[src/rtl/ram128x16_seq.sv]
// Access sequencer in front of the ram128x16 macro: turns single read/write requests and bulk
// fill/verify jobs into ordered adrs/_ce/_we/_oe strobes, and owns the tristate enable for dataIn.
module ram128x16_seq #(
   parameter int ADDR_W     = 7,
   parameter int DATA_W     = 16,
   parameter int STROBE_CYC = 1
) (
   input  logic              clk,
   input  logic              _rst,
   input  logic              start,
   input  logic [1:0]        mode,
   input  logic [ADDR_W-1:0] addr_in,
   input  logic [DATA_W-1:0] wdata,
   input  logic [DATA_W-1:0] base,
   output logic              busy,
   output logic              done,
   output logic [DATA_W-1:0] rdata,
   output logic [7:0]        err_count,
   output logic [ADDR_W-1:0] first_err_adrs,
   output logic              err_flag,
   output logic [ADDR_W-1:0] adrs,
   output logic              _ce,
   output logic              _we,
   output logic              _oe,
   output logic [DATA_W-1:0] ram_din,
   output logic              ram_din_en,
   input  logic [DATA_W-1:0] ram_dout
);

   typedef enum logic [2:0] {
      S_IDLE,
      S_SETUP,
      S_STROBE,
      S_HOLD,
      S_DONE
   } state_t;

   localparam logic [1:0]        M_WRITE     = 2'b00;
   localparam logic [1:0]        M_READ      = 2'b01;
   localparam logic [1:0]        M_FILL      = 2'b10;
   localparam logic [1:0]        M_VERIFY    = 2'b11;
   localparam int                CNT_W       = 4;
   localparam logic [CNT_W-1:0]  STROBE_LAST = CNT_W'(STROBE_CYC - 1);
   localparam logic [ADDR_W-1:0] ADDR_MAX    = '1;

   state_t            state;
   logic [1:0]        mode_q;
   logic [DATA_W-1:0] wdata_q;
   logic [DATA_W-1:0] base_q;
   logic [CNT_W-1:0]  strobe_cnt;

   logic              is_write;
   logic              last_addr;
   logic [ADDR_W-1:0] next_adrs;
   logic [DATA_W-1:0] expect_word;
   logic              mismatch;
   logic [7:0]        err_next;

   // Job decode and the verify comparison against the base+address pattern
   always_comb begin
      is_write    = (mode_q == M_WRITE) || (mode_q == M_FILL);
      last_addr   = !mode_q[1] || (adrs == ADDR_MAX);
      next_adrs   = adrs + ADDR_W'(1);
      expect_word = base_q + DATA_W'(adrs);
      mismatch    = (mode_q == M_VERIFY) && (ram_dout != expect_word);
      err_next    = err_count;
      if (mismatch && (err_count != 8'hFF)) begin
         err_next = err_count + 8'd1;
      end
   end

   always_ff @(posedge clk) begin
      if (!_rst) begin
         state          <= S_IDLE;
         mode_q         <= M_WRITE;
         wdata_q        <= '0;
         base_q         <= '0;
         strobe_cnt     <= '0;
         busy           <= 1'b0;
         done           <= 1'b0;
         rdata          <= '0;
         err_count      <= '0;
         first_err_adrs <= '0;
         err_flag       <= 1'b0;
         adrs           <= '0;
         _ce            <= 1'b1;
         _we            <= 1'b1;
         _oe            <= 1'b1;
         ram_din        <= '0;
         ram_din_en     <= 1'b0;
      end else begin
         done <= 1'b0;
         case (state)
            S_IDLE: begin
               _ce        <= 1'b1;
               _we        <= 1'b1;
               _oe        <= 1'b1;
               ram_din_en <= 1'b0;
               if (start) begin
                  mode_q         <= mode;
                  wdata_q        <= wdata;
                  base_q         <= base;
                  busy           <= 1'b1;
                  err_count      <= '0;
                  err_flag       <= 1'b0;
                  first_err_adrs <= '0;
                  _ce            <= 1'b0;
                  adrs           <= mode[1] ? '0 : addr_in;
                  case (mode)
                     M_WRITE: begin
                        ram_din    <= wdata;
                        ram_din_en <= 1'b1;
                     end
                     M_FILL: begin
                        ram_din    <= base;
                        ram_din_en <= 1'b1;
                     end
                     default: ram_din_en <= 1'b0;
                  endcase
                  state <= S_SETUP;
               end
            end

            S_SETUP: begin
               strobe_cnt <= STROBE_LAST;
               if (is_write) begin
                  _we <= 1'b0;
               end else begin
                  _oe <= 1'b0;
               end
               state <= S_STROBE;
            end

            // Read data is taken on the edge that closes the final strobe cycle
            S_STROBE: begin
               if (strobe_cnt != '0) begin
                  strobe_cnt <= strobe_cnt - CNT_W'(1);
               end else begin
                  _we <= 1'b1;
                  _oe <= 1'b1;
                  if (!is_write) begin
                     rdata     <= ram_dout;
                     err_count <= err_next;
                     err_flag  <= (err_next != 8'd0);
                     if (mismatch && (err_count == 8'd0)) begin
                        first_err_adrs <= adrs;
                     end
                  end
                  state <= S_HOLD;
               end
            end

            // Bulk jobs stop at the top address instead of wrapping
            S_HOLD: begin
               if (last_addr) begin
                  _ce        <= 1'b1;
                  ram_din_en <= 1'b0;
                  busy       <= 1'b0;
                  done       <= 1'b1;
                  state      <= S_DONE;
               end else begin
                  adrs    <= next_adrs;
                  ram_din <= base_q + DATA_W'(next_adrs);
                  state   <= S_SETUP;
               end
            end

            S_DONE: state <= S_IDLE;

            default: state <= S_IDLE;
         endcase
      end
   end

   // wdata_q is kept for single writes whose data is launched straight from the port
   logic unused_ok;
   assign unused_ok = ^{wdata_q, M_READ};

   // Strobe sanity: write and output-enable never overlap, and the bus is released while reading
   always @(posedge clk) begin
      if (_rst) begin
         assert (_we || _oe);
         assert (_oe || !ram_din_en);
      end
   end

endmodule
[config.mk]
export PLATFORM = sky130hd
export DESIGN_NAME = ram128x16_seq
export DESIGN_NICKNAME = d
export VERILOG_FILES = /design/src/rtl/ram128x16_seq.sv
export SDC_FILE = /design/constraint.sdc
export NUM_CORES = 1
export LEC_CHECK = 0
export ABC_AREA = 1
export BUFFER_PORTS_ARGS = -buffer_cell sky130_fd_sc_hd__buf_2
export CAP_MARGIN = 10
export CORE_ASPECT_RATIO = 2
export CORE_MARGIN = 2
export CORE_UTILIZATION = 50
export CTS_CLUSTER_SIZE = 28
export DETAILED_ROUTE_END_ITERATION = 12
export PLACE_DENSITY = 0.77
export SETUP_SLACK_MARGIN = 0.3
export SLEW_MARGIN = 15
export SYNTH_ARGS = -nofsm -noshare
export SYNTH_HDL_FRONTEND = slang
export SYNTH_SLANG_ARGS = --single-unit
[constraint.sdc]
create_clock -name clk -period 5.4 [get_ports clk]
set_input_delay 1.08 -clock clk [delete_from_list [all_inputs] [get_ports clk]]
set_output_delay 1.08 -clock clk [all_outputs]
set_load 0.01 [all_outputs]
==> impl_metrics.tcl <==
set metrics [dict create \
    p_clk_frac 0.296 \
    portBuffers 120 \
    crit_arrival_ns 3.77 \
    grt_pass1_vias 5452 \
    worst-r2r-setup-slack_ns 1.81 \
    netlist_top_cells_count "152 x nand2_1, 101 x nor2_1, 90 x inv_1" \
    fmax_ghz 0.279 \
    synth_seq_area_share 0.324 \
    gr-usage-all-layers 0.275 \
    grt_antenna_before_repair 0 \
    synth_most_common_cell "nand2_1" \
    swShare 0.384 \
    r2r_end "ram_din[1]" \
    cts_buffers 9 \
    p_switching_uw 889 \
    layout_setup_ws_ns 1.81 \
    die-area_um2 11500 \
    seq_area_um2 1720 \
    drc 0 \
    p_seq_frac 0.363 \
    synthArstFlopShare 0 \
    worst_slew_pin_slew_ns 1.07 \
    die_w_um 76.9 \
    fin_crit_ns 3.59 \
    final_nets 980 \
    critPathLaunchType "flop" \
    peakVddDrop_mv 0.245 \
    die_h_um 150 \
    rsz0062_at_grt "false" \
    multi_input_area_um2 3100 \
    setup_tns_ns 0 \
    ys_top_cells_by_area "dfxtp_1 32%, nand2_1 11%, o21ai_0 8.3%, nor2_1 7.1%, inv_1 6.4%" \
    timing.rr.start "state[2]" \
    root_buffer "clkbuf_16" \
    ys.flop_type "dfxtp_1" \
    drive_above_1_share 0.184 \
    ant_nets 0 \
    power_leakage_nw 3.11 \
    finalCritPeriodShare 0.665 \
    internal-power_mw 1.43 \
    overflow 0 \
    post_cts_resized 0 \
    io_pins 121 \
    whs_endpoint "_oe" \
    yosysTopAreaCellShare 0.324 \
    cts.hold.buffers_added 0 \
    cts_tree "done" \
    drv_cap 0 \
    pre_cts_ws_ns 1.89 \
    drt-total-wl_um 15600 \
    slew_violations 0 \
    dp_hpwl_um 12100 \
    clk_path_buf_depth 2 \
    worstPathRequired_ns 5.58 \
    ff2ff_path_depth 12 \
    syn_inst 795 \
    clkLatencyLatePin_ns 0.35 \
    syn_to_final_growth_pct 18.6 \
    synth_cell_types 38 \
    post_drt_wl_per_cell_um 15.0 \
    diodes 0 \
    holdCritPathClass "flop to flop" \
    fin_hold_ws_ns 0.450 \
    worst-setup-path-type "flop to flop" \
    htreeDepth 3 \
    postCtsSetupRepairBufs 0 \
    initial_core_util 0.511 \
    outcome "finished, final reports clean" \
    viasPerCell 5.45 \
    dr.pass1.iters 5 \
    syn-mean-instance-area_um2 6.69 \
    worst-path-max-fanout 36 \
    fill_cells 1019 \
    setup_viol_count_final 0 \
    yosys.area.top_type "dfxtp_1" \
    power_frac_comb 0.341 \
    drt_iter0_drc 339 \
    synth_warnings 0 \
    max_slew_margin 0.284 \
    min_path_cells 2 \
    crit_path_end_kind "flop" \
    hp-start "_oe" \
    cts_sinks 86 \
    power_per_cell_area_nw_per_um2 367 \
    vias 5674 \
    syn_area_um2 5320 \
    clk_pin_slew_ns 0.06 \
    fin_worst_skew_ns 0.00591 \
    synth_nets 876 \
    core_um2 10400 \
    ys_seq_elements 86 \
    grt_pass1_wl_um 25200 \
    synth_edf_count 0 \
    hold_violations 0 \
    rows 53 \
    routabilityCongestion 0.957 \
    grt_max_degree 56 \
]
-- power groups by stage --
stage	Combinational, mW	Sequential [mW]	Clock (mW)
CTS	0.788	0.837	0.692
detailed placement	0.782	0.850	0
global placement	0.772	0.850	0
floorplan	0.534	0.850	0
finish	0.790	0.841	0.687
global route	0.890	0.850	0.716
-- worst max path at each step --
stage | start | cells past startpoint | to
floorplan | adrs[0] | 16 | err_flag
global placement | start | 10 | ram_din[1]
detailed placement | start | 10 | ram_din[1]
CTS | state[2] | 12 | ram_din[1]
global route | state[2] | 12 | ram_din[1]
finish | state[2] | 12 | ram_din[1]
-- registers in the layout, summed over array words and instances (netlist names) --
register        cells
ram_din_en          1
state               3
rdata              16
err_flag            1
base_q             16
adrs                7
_ce                 1
_oe                 1
ram_din            16
mode_q              2
_we                 1
done                1
err_count           8
busy                1
strobe_cnt          4
first_err_adrs      7
-- cell families (layout without fill, tap and decap cells) --
group	count (synthesis)	count (layout)	synth area share
AND/OR/NAND/NOR	363	363	0.306
AO/OA/AOI/OAI	172	172	0.179
buffers and inverters	125	234	0.0927
flip-flops	86	86	0.324
XOR/XNOR	28	28	0.0461
adder cells (fa/ha/maj)	21	21	0.0522
-- worst max-delay path: stages (launching register included) --
cell and delay, ns:
dfxtp_1 0.35, inv_1 0.06, nand3_1 0.07, buf_4 0.33, inv_1 0.30, nand2_1 0.23, inv_1 0.09, nor2_1 0.49
inv_1 0.21, a21oi_2 0.81, inv_1 0.26, nand2_1 0.12, a21oi_1 0.08
-- layer usage --
metal | up-vias | GRT usage | share of wire
li1 | 2840 | - | -
met1 | 2566 | 0.272 | 0.36
met2 | 195 | 0.505 | 0.53
met3 | 73 | 0.0428 | 0.045
met4 | 0 | 0.211 | 0.066
met5 | - | 0 | 0
-- cell type report --
cell class	instances	area share
inverters	95	0.0565
clock buffers	9	0.0357
repair buffers	123	0.0988
well taps	137	0.0272
multi-input cells	584	0.492
flip-flops and latches	86	0.273
clock inverters	7	0.0167
-- layout by cell type (no fill, tap or decap), types with 14 or more instances in the layout --
| cell type | count |
|---|---|
| dfxtp_1 | 86 |
| nand4_1 | 22 |
| buf_2 | 120 |
| nand2_1 | 152 |
| a21oi_1 | 44 |
| a31oi_1 | 14 |
| inv_1 | 90 |
| nor2_1 | 101 |
| o21ai_0 | 88 |
| nand3_1 | 56 |
| ha_1 | 19 |
| xor2_1 | 17 |
-- metrics by stage --
| step | instances | utilization | total power [mW] | area (µm²) |
|---|---|---|---|---|
| 3_3_place_gp | 1025 | 0.574 | 1.62 | 5980 |
| 6_report | 1041 | 0.606 | 2.32 | 6310 |
| 2_1_floorplan | 795 | - | 1.38 | 5320 |
| 3_5_place_dp | 1025 | 0.574 | 1.63 | 5980 |
| 5_1_grt | 1041 | 0.606 | 2.46 | 6310 |
| 4_1_cts | 1041 | 0.606 | 2.32 | 6310 |
No activity file was read; power rests on OpenSTA's default activity.
